File: src/rtl/i2c_cfg_arbiter.sv
// Round-robin arbiter sharing one I2C byte engine between two requesters,
// with NACK retry, per-attempt timeout and an enforced idle gap between attempts.
//
// state | meaning
// IDLE  | no owner; pick a winner from req
// ISSUE | eng_go high, waiting for the engine to drop eng_end
// BUSY  | eng_go high, waiting for the engine to raise eng_end
// CHECK | eng_go low, judge eng_ack: done, retry or error
// GAP   | eng_go low for GAP_CYC cycles before retry or IDLE
module i2c_cfg_arbiter #(
    parameter int MAX_RETRY   = 3,
    parameter int TIMEOUT_CYC = 200000,
    parameter int GAP_CYC     = 4
) (
    input  logic        iCLK,
    input  logic        iRST_N,
    input  logic [1:0]  req,
    input  logic        wr0,
    input  logic        wr1,
    input  logic [23:0] wdata0,
    input  logic [23:0] wdata1,
    output logic [1:0]  gnt,
    output logic [1:0]  done,
    output logic        err,
    output logic        tmo,
    output logic [7:0]  rdata,
    output logic        busy,
    output logic        eng_go,
    output logic        eng_wr,
    output logic [23:0] eng_wdata,
    input  logic        eng_end,
    input  logic        eng_ack,
    input  logic [7:0]  eng_rdata
);

    localparam int TW = (TIMEOUT_CYC > 1) ? $clog2(TIMEOUT_CYC) : 1;
    localparam int GW = (GAP_CYC > 1) ? $clog2(GAP_CYC) : 1;
    localparam logic [TW-1:0] TMO_LOAD  = TW'(TIMEOUT_CYC - 1);
    localparam logic [GW-1:0] GAP_LOAD  = GW'(GAP_CYC - 1);
    localparam logic [3:0]    RETRY_MAX = 4'(MAX_RETRY);

    typedef enum logic [2:0] {
        S_IDLE  = 3'd0,
        S_ISSUE = 3'd1,
        S_BUSY  = 3'd2,
        S_CHECK = 3'd3,
        S_GAP   = 3'd4
    } state_t;

    state_t        state_q, state_d;
    logic [1:0]    gnt_q, gnt_d;
    logic [1:0]    last_q, last_d;
    logic          owner_q, owner_d;
    logic          wr_q, wr_d;
    logic [23:0]   wdata_q, wdata_d;
    logic [3:0]    retry_q, retry_d;
    logic          retry_pend_q, retry_pend_d;
    logic [TW-1:0] timer_q, timer_d;
    logic [GW-1:0] gap_q, gap_d;
    logic          go_q, go_d;
    logic [1:0]    done_q, done_d;
    logic          err_q, err_d;
    logic          tmo_q, tmo_d;
    logic [7:0]    rdata_q, rdata_d;

    logic          win;
    logic [1:0]    owner_oh;
    logic          tmo_hit;

    always_comb begin
        state_d      = state_q;
        gnt_d        = gnt_q;
        last_d       = last_q;
        owner_d      = owner_q;
        wr_d         = wr_q;
        wdata_d      = wdata_q;
        retry_d      = retry_q;
        retry_pend_d = retry_pend_q;
        timer_d      = timer_q;
        gap_d        = gap_q;
        go_d         = go_q;
        done_d       = 2'b00;
        err_d        = 1'b0;
        tmo_d        = 1'b0;
        rdata_d      = rdata_q;
        // last_q is the one-hot previous owner; 0 after reset so requester 0 wins a tie
        win          = (req == 2'b11) ? last_q[0] : req[1];
        owner_oh     = owner_q ? 2'b10 : 2'b01;
        tmo_hit      = ((state_q == S_ISSUE) || (state_q == S_BUSY)) && (timer_q == '0);

        case (state_q)
            S_IDLE: begin
                if (req != 2'b00) begin
                    gnt_d        = win ? 2'b10 : 2'b01;
                    last_d       = win ? 2'b10 : 2'b01;
                    owner_d      = win;
                    wr_d         = win ? wr1 : wr0;
                    wdata_d      = win ? wdata1 : wdata0;
                    retry_d      = '0;
                    retry_pend_d = 1'b0;
                    timer_d      = TMO_LOAD;
                    go_d         = 1'b1;
                    state_d      = S_ISSUE;
                end
            end
            S_ISSUE, S_BUSY: begin
                if (tmo_hit) begin
                    go_d         = 1'b0;
                    done_d       = owner_oh;
                    err_d        = 1'b1;
                    tmo_d        = 1'b1;
                    gnt_d        = 2'b00;
                    retry_pend_d = 1'b0;
                    gap_d        = GAP_LOAD;
                    state_d      = S_GAP;
                end else begin
                    timer_d = timer_q - 1'b1;
                    if ((state_q == S_ISSUE) && !eng_end) begin
                        state_d = S_BUSY;
                    end else if ((state_q == S_BUSY) && eng_end) begin
                        go_d    = 1'b0;
                        state_d = S_CHECK;
                    end
                end
            end
            S_CHECK: begin
                gap_d   = GAP_LOAD;
                state_d = S_GAP;
                if (!eng_ack) begin
                    done_d = owner_oh;
                    gnt_d  = 2'b00;
                    if (!wr_q) begin
                        rdata_d = eng_rdata;
                    end
                end else if (retry_q < RETRY_MAX) begin
                    retry_d      = retry_q + 1'b1;
                    retry_pend_d = 1'b1;
                end else begin
                    done_d = owner_oh;
                    err_d  = 1'b1;
                    gnt_d  = 2'b00;
                end
            end
            S_GAP: begin
                if (gap_q == '0) begin
                    if (retry_pend_q) begin
                        retry_pend_d = 1'b0;
                        timer_d      = TMO_LOAD;
                        go_d         = 1'b1;
                        state_d      = S_ISSUE;
                    end else begin
                        state_d = S_IDLE;
                    end
                end else begin
                    gap_d = gap_q - 1'b1;
                end
            end
            default: begin
                go_d    = 1'b0;
                gnt_d   = 2'b00;
                state_d = S_IDLE;
            end
        endcase
    end

    always_ff @(posedge iCLK or negedge iRST_N) begin
        if (!iRST_N) begin
            state_q      <= S_IDLE;
            gnt_q        <= '0;
            last_q       <= '0;
            owner_q      <= 1'b0;
            wr_q         <= 1'b0;
            wdata_q      <= '0;
            retry_q      <= '0;
            retry_pend_q <= 1'b0;
            timer_q      <= '0;
            gap_q        <= '0;
            go_q         <= 1'b0;
            done_q       <= '0;
            err_q        <= 1'b0;
            tmo_q        <= 1'b0;
            rdata_q      <= '0;
        end else begin
            state_q      <= state_d;
            gnt_q        <= gnt_d;
            last_q       <= last_d;
            owner_q      <= owner_d;
            wr_q         <= wr_d;
            wdata_q      <= wdata_d;
            retry_q      <= retry_d;
            retry_pend_q <= retry_pend_d;
            timer_q      <= timer_d;
            gap_q        <= gap_d;
            go_q         <= go_d;
            done_q       <= done_d;
            err_q        <= err_d;
            tmo_q        <= tmo_d;
            rdata_q      <= rdata_d;
        end
    end

    assign gnt       = gnt_q;
    assign done      = done_q;
    assign err       = err_q;
    assign tmo       = tmo_q;
    assign rdata     = rdata_q;
    assign busy      = (state_q != S_IDLE);
    assign eng_go    = go_q;
    assign eng_wr    = wr_q;
    assign eng_wdata = wdata_q;

endmodule

File: config.mk
export PLATFORM = sky130hd
export DESIGN_NAME = i2c_cfg_arbiter
export DESIGN_NICKNAME = d
export VERILOG_FILES = /design/src/rtl/i2c_cfg_arbiter.sv
export SDC_FILE = /design/constraint.sdc
export NUM_CORES = 1
export LEC_CHECK = 0
export ABC_CLOCK_PERIOD_IN_PS = 3000
export CAP_MARGIN = 30
export CORE_MARGIN = 2
export CORE_UTILIZATION = 46
export DETAILED_ROUTE_END_ITERATION = 12
export PLACE_DENSITY_LB_ADDON = 0.08
export SETUP_SLACK_MARGIN = 0.1
export SKIP_LAST_GASP = 1
export SLEW_MARGIN = 15
export SYNTH_ARGS = -nofsm -noshare
export SYNTH_HDL_FRONTEND = slang
export SYNTH_SLANG_ARGS = --single-unit
File: constraint.sdc
create_clock -name iCLK -period 3 [get_ports iCLK]
set_clock_uncertainty 0.05 [all_clocks]
set_input_delay 0.45 -clock iCLK [delete_from_list [all_inputs] [get_ports iCLK]]
set_output_delay 0.45 -clock iCLK [all_outputs]
set_load 0.01 [all_outputs]
# --- After elaboration in Yosys (flattened, before gate mapping) ---
# Index checks and enable logic that the tools add are counted.
op_classes:
  n_addsub: 3
  order_cmp: 1
  n_eq_ne: 17
  mux: 51
  bitwise_logic: 4
  n_reduce_logical: 24
ops:
  columns: ["operator", "count"]
  rows:
  - ["$mux W18", 4]
  - ["$pmux W18 S3", 1]
  - ["$mux W24", 1]
  - ["$mux W2", 11]
  - ["$logic_not A18 Y1", 1]
  - ["$mux W1", 18]
  - ["$sub A18 B1 Y18 const B", 1]
  - ["$ne A2 B2 Y1 const B", 8]
  - ["$mux W3", 5]
  - ["$mux W4", 3]
  - ["$pmux W3 S4", 1]
  - ["$reduce_and A6 Y1", 2]
  - ["$ne A3 B3 Y1 const B", 3]
  - ["$reduce_and A3 Y1", 3]
  - ["$reduce_bool A3 Y1", 3]
  - ["$pmux W1 S4", 2]
  - ["$pmux W2 S4", 1]
  - ["$pmux W4 S2", 1]
  - ["$reduce_and A4 Y1", 2]
  - ["$eq A3 B2 Y1 const B", 2]
  - ["$pmux W2 S3", 1]
  - ["$reduce_and A5 Y1", 1]
  - ["$add A4 B1 Y4 const B", 1]
  - ["$lt A4 B2 Y1 const B", 1]
  - ["17 further kinds", 23]
totals:
  register_bits: 70
  input_bits: 64
  out_inout_bits: 41
  word_cells: 115

# --- Logic depth before layout (Yosys ltp) ---
# Gate-level depths: netlist of run 1.
logic_depth:
  word_depth: 6
  depth_mapped: 9

# --- Worst setup path after synthesis of run 1 ---
# Ideal clock, no wire load.
synth_timing:
  path_kind: "reg2reg"
  startpoint: "reg timer_q[0]"
  endpoint: "reg timer_q[5]"
  t_arrival_ns: 2.331
  t_required_ns: 2.819
  path_slack_ns: 0.488
  path_stages_with_launch: 9
  path_buffers: 1
  period_less_slack_ns: 2.512
  path_cell_list: "dfrtp_1 inv_1 ha_1 or3b_2 or4_1 buf_2 nor3_4 nor4_1 or3_1"
synth_between:
  elab_chain_len: 4
synth_lines:
  columns: ["item", "line", "rtl"]
  rows:
  - ["from (decl)", "58", "logic [TW-1:0] timer_q, timer_d;"]
  - ["from (signal assigned)", "192", "timer_q <= timer_d;"]
  - ["branches (longest 4 deep; another with $sub A18 B1 Y18)", null, null]
# Parallel ways; which one is timed is not known. The select of a mux whose other input is x is not followed.
# A chain may end at the register's enable or synchronous reset.

# --- Worst setup path in the final report of run 1 ---
# Ends and elaborated chain as after synthesis.

==> results.yml, run 1 <==
power_and_ir_drop:
  power.leakage_nw: 2.058
  peakVddDrop_v: 0.0004352
  power.total_mw: 4.074
  power_density_mw_per_mm2: 863.5
floorplan:
  die_w_um: 88.74
  die-area_mm2: 0.007875
  ios: 105
  start_util: 0.4809
  coreArea_mm2: 0.006869
  die_y_um: 88.74
  rows: 30
routing:
  drc_errors: 0
  postRouteAntennaNets: 0
  dr.first_iter.drc_count: 232
  vias: 2949
  avgViaCountPerCell: 5.660
  met3_length_um: 489
  dr.pass1.iters: 9
  drt_wl_total_um: 8182
  met1_length_um: 3440
  post_drt_wl_per_cell_um: 15.70
  route.met2.wl_um: 4094
  routed.top_layer: "met4"
worst_hold_path:
  hold_path.class: "reg2reg"
final_layout:
  multi_input_area_mm2: 0.001356
  layout_commonest_cell: "clkdlybuf4s50_1"
  final_cell_mix: "clkdlybuf4s50_1 (103), dfrtp_1 (70), inv_1 (35)"
  nets: 488
  drive_above_1_share: 0.09882
  antennaDiodeCount: 0
  syn_to_final_growth_pct: 42.84
  regArea_mm2: 0.001752
  fillerInstances: 554
  design_area_mm2: 0.004718
cts:
  post_cts_buffers: 0
  cts_tree: "done"
  numCtsBuffers: 9
  cts_buffer_depth: 2
  cts_max_level: 3
  clock-root-buffer: "clkbuf_8"
  clk_latency_ps: 340
  cts.sinks: 70
  cts.clk_slew.worst_paths_ps: 80
placement:
  portBuffers: 104
  dp_hpwl_um: 5909
  dpl_cell_area_mm2: 0.004448
  place.gp.congestion: 0.8507
sta:
  rsz0062_at_grt: "no"
  setup_violations: 0
  post-route-period-util: 0.8786
  relSlewSlack: 0.4059
  hold_violations: 0
  period_needed_ps: 2636
  fin_hold_ws_ps: 402.0
  drv_slew: 0
  worst_pin_slew_ps: 887.2
  fmax_ghz: 0.3794
  setup_tns_ps: 0
critical_path:
  critPathLaunchType: "flip-flop"
  crit_path_end_kind: "flip-flop"
  crit_required_ps: 3160
  arrival_ps: 2800
  worstPathCellList: "inv_1 -> ha_1 -> or3b_2 -> or4_1 -> nor3_4 -> nor4_1 -> or3_1"
  crit_fanout: 6
  slowest_delay_ps: 620
  worstSetupPathType: "reg2reg"
  crit_slowest_cell: "or4_1"
grt:
  grt_pass1_wl_um: 13410
  grt_usage: 0.2187
  antenna_found_initial: 0
  grt_max_degree: 71
  grt_pass1_vias: 2882
  grt_overflow: 0
synthesis:
  syn_inst: 313
  ys_types: 48
  seq_area_frac_synth: 0.5303
  synthesis.nets: 381
  synth_largest_area_cell: "dfrtp_1"
  synth-seq-cells: 70
  syn_area_per_cell_um2: 10.55
  synth_edf_count: 0
  synth_warnings: 0
  synth_ff_type: "dfrtp_1"
  syn_area_mm2: 0.003303
  synth_top_area_frac: 0.5303
  ys_top_cells_by_area: "dfrtp_1 (53%), a222oi_1 (7.6%), inv_1 (4.0%)"
  synth_async_sr_flop_share: 1.000
outcome:
  status: "finished, final reports clean"
run:
  maxCapViolCount: 0
==> cells in the mapped netlist, types with 2 or more instances <==
| cell type | count |
|---|---|
| a21oi_1 | 14 |
| inv_1 | 35 |
| o211ai_1 | 2 |
| ha_1 | 4 |
| clkbuf_1 | 15 |
| nand2_1 | 13 |
| dfrtp_1 | 70 |
| nor3_1 | 5 |
| nor2b_1 | 3 |
| or3_1 | 11 |
| nor4_1 | 4 |
| a31oi_1 | 3 |
| nor2_1 | 14 |
| nand2b_1 | 3 |
| mux2_2 | 8 |
| a222oi_1 | 25 |
| o21ai_0 | 8 |
| o41ai_1 | 2 |
| a211oi_1 | 2 |
| or2_2 | 2 |
| nand3_1 | 13 |
| o31ai_1 | 9 |
| a21o_1 | 6 |
| mux2i_1 | 3 |
| and2_1 | 5 |
| and3_1 | 2 |
| or4_1 | 11 |
==> cells by family (layout without fill, tap and decap cells) <==
family / count (synthesis) / after routing / synth area share
XOR/XNOR: 1 / 1 / 0.002652
AO/OA/AOI/OAI: 79 / 79 / 0.1833
flip-flops: 70 / 70 / 0.5303
buffers and inverters: 52 / 164 / 0.06061
adder cells (fa/ha/maj): 5 / 5 / 0.01818
multiplexers: 11 / 11 / 0.03637
AND/OR/NAND/NOR: 95 / 95 / 0.1686
==> report_power, final <==
| part | total, mW | switching, mW | internal [mW] |
|---|---|---|---|
| clock network | 0.870 | 0.356 | 0.514 |
| logic | 1.74 | 0.843 | 0.895 |
| registers | 1.47 | 0.213 | 1.25 |
| total | 4.07 | 1.41 | 2.66 |
==> metal layers <==
metal	vias to the layer above	track usage
met5	-	0
met4	0	0.08678
met3	13	0.05784
met2	93	0.3548
met1	1452	0.2790
li1	1391	-
==> metrics by stage <==
step	std cells	worst slack [ps]	util
finish	521	364.2	0.6869
global route	521	214.1	0.6869
CTS	519	217.4	0.6814
detailed placement	503	237.4	0.6475
global placement	503	330.5	0.6475
floorplan	313	487.6	-
==> final cells by class <==
type	instances	share of cell area
Clock inverter	5	0.01724
Tap cell	96	0.02546
Timing Repair Buffer	113	0.2387
Inverter	35	0.02784
Clock buffer	11	0.03209
Sequential cell	70	0.3713
Multi-Input combinational cell	191	0.2875
==> path summary, 6_finish.rpt <==
check,from,slack (ps),cells after the start,end
setup / recovery,timer_q[0]$_DFFE_PN0P_,360,7,timer_q[5]$_DFFE_PN0P_
min in group asynchronous,iRST_N,520,3,timer_q[5]$_DFFE_PN0P_
max in group asynchronous,iRST_N,1850,4,retry_q[2]$_DFFE_PN0P_
hold reg to reg,owner_q$_DFFE_PN0P_,400,1,done[0]$_DFF_PN0_
setup reg to reg,timer_q[0]$_DFFE_PN0P_,360,7,timer_q[5]$_DFFE_PN0P_
hold / removal,owner_q$_DFFE_PN0P_,400,1,done[0]$_DFF_PN0_
==> flip-flops by register name (all words and copies together), names as in the netlist, 2 cells and up <==
| register | count |
|---|---|
| done | 2 |
| retry_q | 4 |
| rdata | 8 |
| eng_wdata | 24 |
| state_q | 3 |
| timer_q | 18 |
| gap_q | 2 |
| gnt | 2 |
==> timing repair <==
item | in CTS | in global routing
endpoints found under the hold margin | 0 | 9
resized for setup | 0 | 1
endpoints found under the setup margin | 0 | 3
hold buffers | 0 | 1
==> critical path, delay by kind of cell, from the launching register on <==
| family | cells | cell delay, ps |
|---|---|---|
| adder cells (fa/ha/maj) | 1 | 170 |
| buffers and inverters | 1 | 130 |
| flip-flops | 1 | 380 |
| AND/OR/NAND/NOR | 5 | 1790 |
Note: power is estimated with default switching activity, not from simulation.
==> run 2: changes to the inputs <==
SLEW_MARGIN = unset   (was 15)
==> results.yml, run 2 (synthesis gave the netlist of run 1 again) <==
routing:
  postRouteAntennaNets: 0
  drt_wl_total_um: 8208
  drc_errors: 0
  dr.pass1.iters: 5
  avgViaCountPerCell: 5.653
  dr.first_iter.drc_count: 213
  vias: 2934
  post_drt_wl_per_cell_um: 15.82
sta:
  relSlewSlack: 0.4154
  period_needed_ps: 2633
  fmax_ghz: 0.3798
  worst_pin_slew_ps: 876.9
  post-route-period-util: 0.8776
  fin_ws_ps: 367.2
  rsz0062_at_grt: "no"
  setup_violations: 0
  setup_tns_ps: 0
  hold_violations: 0
  drv_slew: 0
floorplan:
  coreArea_mm2: 0.006869
  die-area_mm2: 0.007875
  start_util: 0.4809
  die_y_um: 88.74
  rows: 30
  ios: 105
  die_w_um: 88.74
final_layout:
  final_cell_mix: "clkdlybuf4s50_1 (103), dfrtp_1 (70), inv_1 (35)"
  layout_commonest_cell: "clkdlybuf4s50_1"
  antennaDiodeCount: 0
  largest_reg_flops: 24
  nets: 486
  syn_to_final_growth_pct: 41.70
  drive_above_1_share: 0.09693
critical_path:
  worstSetupPathType: "reg2reg"
  critPathLaunchType: "flip-flop"
  ff2ff_setup_slack_ps: 370
  crit_fanout: 6
  ff2ff_path_depth: 7
  arrival_ps: 2810
  timing.rr.start: "timer_q[0]$_DFFE_PN0P_"
  r2r_end: "eng_go$_DFFE_PN0P_"
  crit_path_end_kind: "flip-flop"
  crit_required_ps: 3180
cts:
  cts_tree: "done"
  clk_latency_ps: 340
  hold_buffers: 0
  cts_buffer_depth: 2
  cts.sinks: 70
  post_cts_buffers: 0
  numCtsBuffers: 9
  cts.clk_slew.worst_paths_ps: 80
  cts_max_level: 3
  clock-root-buffer: "clkbuf_8"
placement:
  dp_hpwl_um: 5909
  portBuffers: 104
  place.gp.congestion: 0.8507
  pre_cts_slack_ps: 237.4
power_and_ir_drop:
  power.leakage_nw: 2.041
  power_density_mw_per_mm2: 870.1
  peakVddDrop_v: 0.0004351
outcome:
  status: "finished, final reports clean"
run:
  maxCapViolCount: 0
grt:
  grt_overflow: 0
  grt_pass1_vias: 2882
  grt_max_degree: 71
  antenna_found_initial: 0
  grt_pass1_wl_um: 13410
  grt_usage: 0.2187
worst_hold_path:
  hold_path.class: "in2async"
run 2: cell count changes in the layout (fill, tap and decap cells not counted), sizes merged:
cell         previous run  this run
dlygate4sd3             1         0
buf                     9         8
run 2: power breakdown:
group / total [mW] / switching, mW / internal (mW)
logic: 1.73 / 0.844 / 0.891
registers: 1.46 / 0.213 / 1.25
clock network: 0.874 / 0.360 / 0.514
total: 4.07 / 1.42 / 2.66
run 2: cell type report:
| type | instances | area [um2] |
|---|---|---|
| Tap cell | 96 | 120.1 |
| Clock inverter | 5 | 81.33 |
| Fill cell | 556 | 2188 |
| Inverter | 35 | 131.4 |
| Clock buffer | 11 | 151.4 |
| Multi-Input combinational cell | 191 | 1356 |
| Timing Repair Buffer | 111 | 1089 |
| Sequential cell | 70 | 1752 |
run 2: critical path: stages (launching register included):
cell and delay, ps:
dfrtp_1 380, inv_1 130, ha_1 170, or3b_2 430, or4_1 620, o21ai_1 360, nor2_1 90, o32a_1 290
run 2: how the worst max path moves through the flow:
stage,endpoint,from,slack (ps)
floorplan,timer_q[5]$_DFFE_PN0P_,timer_q[0]$_DFFE_PN0P_,490
global placement,eng_go$_DFFE_PN0P_,timer_q[0]$_DFFE_PN0P_,330
detailed placement,eng_go$_DFFE_PN0P_,timer_q[0]$_DFFE_PN0P_,240
CTS,gnt[1]$_DFFE_PN0P_,timer_q[0]$_DFFE_PN0P_,220
global route,timer_q[2]$_DFFE_PN0P_,timer_q[0]$_DFFE_PN0P_,210
finish,eng_go$_DFFE_PN0P_,timer_q[0]$_DFFE_PN0P_,370
run 2: per-layer routing:
layer	share of wire	wire length, um	up-vias	global-route usage
met5	0	0	-	0
met4	0.019	157	0	0.08678
met3	0.057	464	13	0.05784
met2	0.50	4082	85	0.3548
met1	0.43	3505	1454	0.2790
li1	-	-	1382	-
run 2: timing repair:
action                                  in CTS  in global routing
gates resized for setup                      0                  1
endpoints found under the hold margin        0                  0
endpoints found under the setup margin       0                  3
run 2: metrics by stage:
stage / power [mW] / utilization / std cells / cell area, um2 / hold slack, ps
2_1_floorplan: 2.369 / - / 313 / 3303 / 104.4
3_3_place_gp: 3.177 / 0.6475 / 503 / 4448 / 379.5
3_5_place_dp: 3.222 / 0.6475 / 503 / 4448 / 391.3
4_1_cts: 4.110 / 0.6814 / 519 / 4681 / 286.5
5_1_grt: 4.349 / 0.6814 / 519 / 4681 / 342.1
6_report: 4.073 / 0.6814 / 519 / 4681 / 229.1
==> run 3: changes to the inputs <==
PLACE_DENSITY_LB_ADDON = 0.3   (was 0.08)
SKIP_LAST_GASP = unset   (was 1)
==> results.yml, run 3 (synthesis gave the netlist of run 1 again) <==
critical_path:
  timing.rr.start: "timer_q[0]$_DFFE_PN0P_"
  crit_fanout: 10
  crit_path_end_kind: "flip-flop"
  worstSetupPathType: "reg2reg"
  crit_required_ps: 3160
  r2r_end: "timer_q[7]$_DFFE_PN0P_"
  ff2ff_setup_slack_ps: 270
  critPathLaunchType: "flip-flop"
  arrival_ps: 2890
  ff2ff_path_depth: 8
sta:
  hold_violations: 0
  fmax_ghz: 0.3667
  fin_ws_ps: 273.1
  relSlewSlack: 0.4053
  period_needed_ps: 2727
  worst_pin_slew_ps: 888.2
  setup_tns_ps: 0
  post-route-period-util: 0.9090
  setup_violations: 0
  rsz0062_at_grt: "no"
  drv_slew: 0
routing:
  drc_errors: 0
  drt_wl_total_um: 8817
  post_drt_wl_per_cell_um: 17.02
  postRouteAntennaNets: 0
  dr.pass1.iters: 6
  avgViaCountPerCell: 5.792
  dr.first_iter.drc_count: 223
  vias: 3000
placement:
  place.gp.congestion: 0.8596
  dp_hpwl_um: 6280
  portBuffers: 104
  pre_cts_slack_ps: 285.1
cts:
  clk_latency_ps: 340
  cts_resized: 0
  numCtsBuffers: 9
  post_cts_buffers: 0
  clock-root-buffer: "clkbuf_8"
  hold_buffers: 0
  cts.clk_slew.worst_paths_ps: 70
  cts_buffer_depth: 2
  cts.sinks: 70
  cts_tree: "done"
  cts_max_level: 3
grt:
  grt_usage: 0.2385
  grt_max_degree: 46
  use_met3: 0.05690
  grtUsageMet2: 0.3806
  antenna_found_initial: 0
  gr-usage-met1: 0.3146
  grt_pass1_vias: 2974
  grt_pass1_wl_um: 14320
  busiest_layer: "met2"
  grt_overflow: 0
floorplan:
  die_w_um: 88.74
  die-area_mm2: 0.007875
  coreArea_mm2: 0.006869
  ios: 105
  start_util: 0.4809
  rows: 30
  die_y_um: 88.74
final_layout:
  final_cell_mix: "clkdlybuf4s50_1 (103), dfrtp_1 (70), inv_1 (35)"
  syn_to_final_growth_pct: 40.57
  layout_commonest_cell: "clkdlybuf4s50_1"
  fillerInstances: 542
  regArea_mm2: 0.001752
  multi_input_area_mm2: 0.001356
  drive_above_1_share: 0.08531
  largest_reg_flops: 24
  nets: 486
  antennaDiodeCount: 0
worst_hold_path:
  hold_path.class: "in2async"
power_and_ir_drop:
  power.leakage_nw: 2.019
  power.total_mw: 3.991
  power_density_mw_per_mm2: 859.4
  peakVddDrop_v: 0.0007881
outcome:
  status: "finished, final reports clean"
run:
  maxCapViolCount: 0
run 3: changes by cell type in the layout (fill, tap and decap cells not counted), sizes merged:
cell / before / now
bufinv: 2 / 1
clkinvlp: 1 / 0
clkinv: 2 / 0
clkbuf: 11 / 14
run 3: worst max-delay path by stage:
| stage | start | to | cells after the start | slack, ps |
|---|---|---|---|---|
| after global placement | timer_q[0]$_DFFE_PN0P_ | timer_q[5]$_DFFE_PN0P_ | 7 | 370 |
| after CTS | timer_q[0]$_DFFE_PN0P_ | timer_q[5]$_DFFE_PN0P_ | 7 | 230 |
| final | timer_q[0]$_DFFE_PN0P_ | timer_q[7]$_DFFE_PN0P_ | 8 | 270 |
| after detailed placement | timer_q[0]$_DFFE_PN0P_ | timer_q[5]$_DFFE_PN0P_ | 7 | 290 |
| after floorplan | timer_q[0]$_DFFE_PN0P_ | timer_q[5]$_DFFE_PN0P_ | 8 | 490 |
| after global routing | timer_q[0]$_DFFE_PN0P_ | timer_q[7]$_DFFE_PN0P_ | 8 | 130 |
run 3: worst max-delay path, stage by stage, from the launching register on:
cell and delay, ps:
dfrtp_1 380, inv_1 130, ha_1 190, or3b_2 450, or4_1 630, nor3_4 330, buf_4 230, nor4_1 80
mux2i_1 140
run 3: where the power goes:
group	internal (mW)	switching (mW)
sequential	1.25	0.209
combinational	0.905	0.880
clock	0.405	0.339
run 3: metal layers:
layer,part of all wire,up-vias
li1,-,1385
met1,0.41,1469
met2,0.50,127
met3,0.064,19
met4,0.022,0
met5,0,-
run 3: layout make-up:
class | instances | share of cell area
clock buffer | 14 | 0.03288
sequential | 70 | 0.3773
timing repair buffer | 111 | 0.2371
tap | 96 | 0.02587
clock inverter | 1 | 0.006467
multi-input combinational | 191 | 0.2921
inverter | 35 | 0.02829
run 3: through the flow:
step	instances	instance area, um2	hold WS [ps]	util
global placement	503	4461	389.1	0.6494
detailed placement	503	4461	395.6	0.6494
CTS	518	4643	87.12	0.6760
finish	518	4643	61.72	0.6760
floorplan	313	3303	104.4	-
global route	518	4643	112.1	0.6760
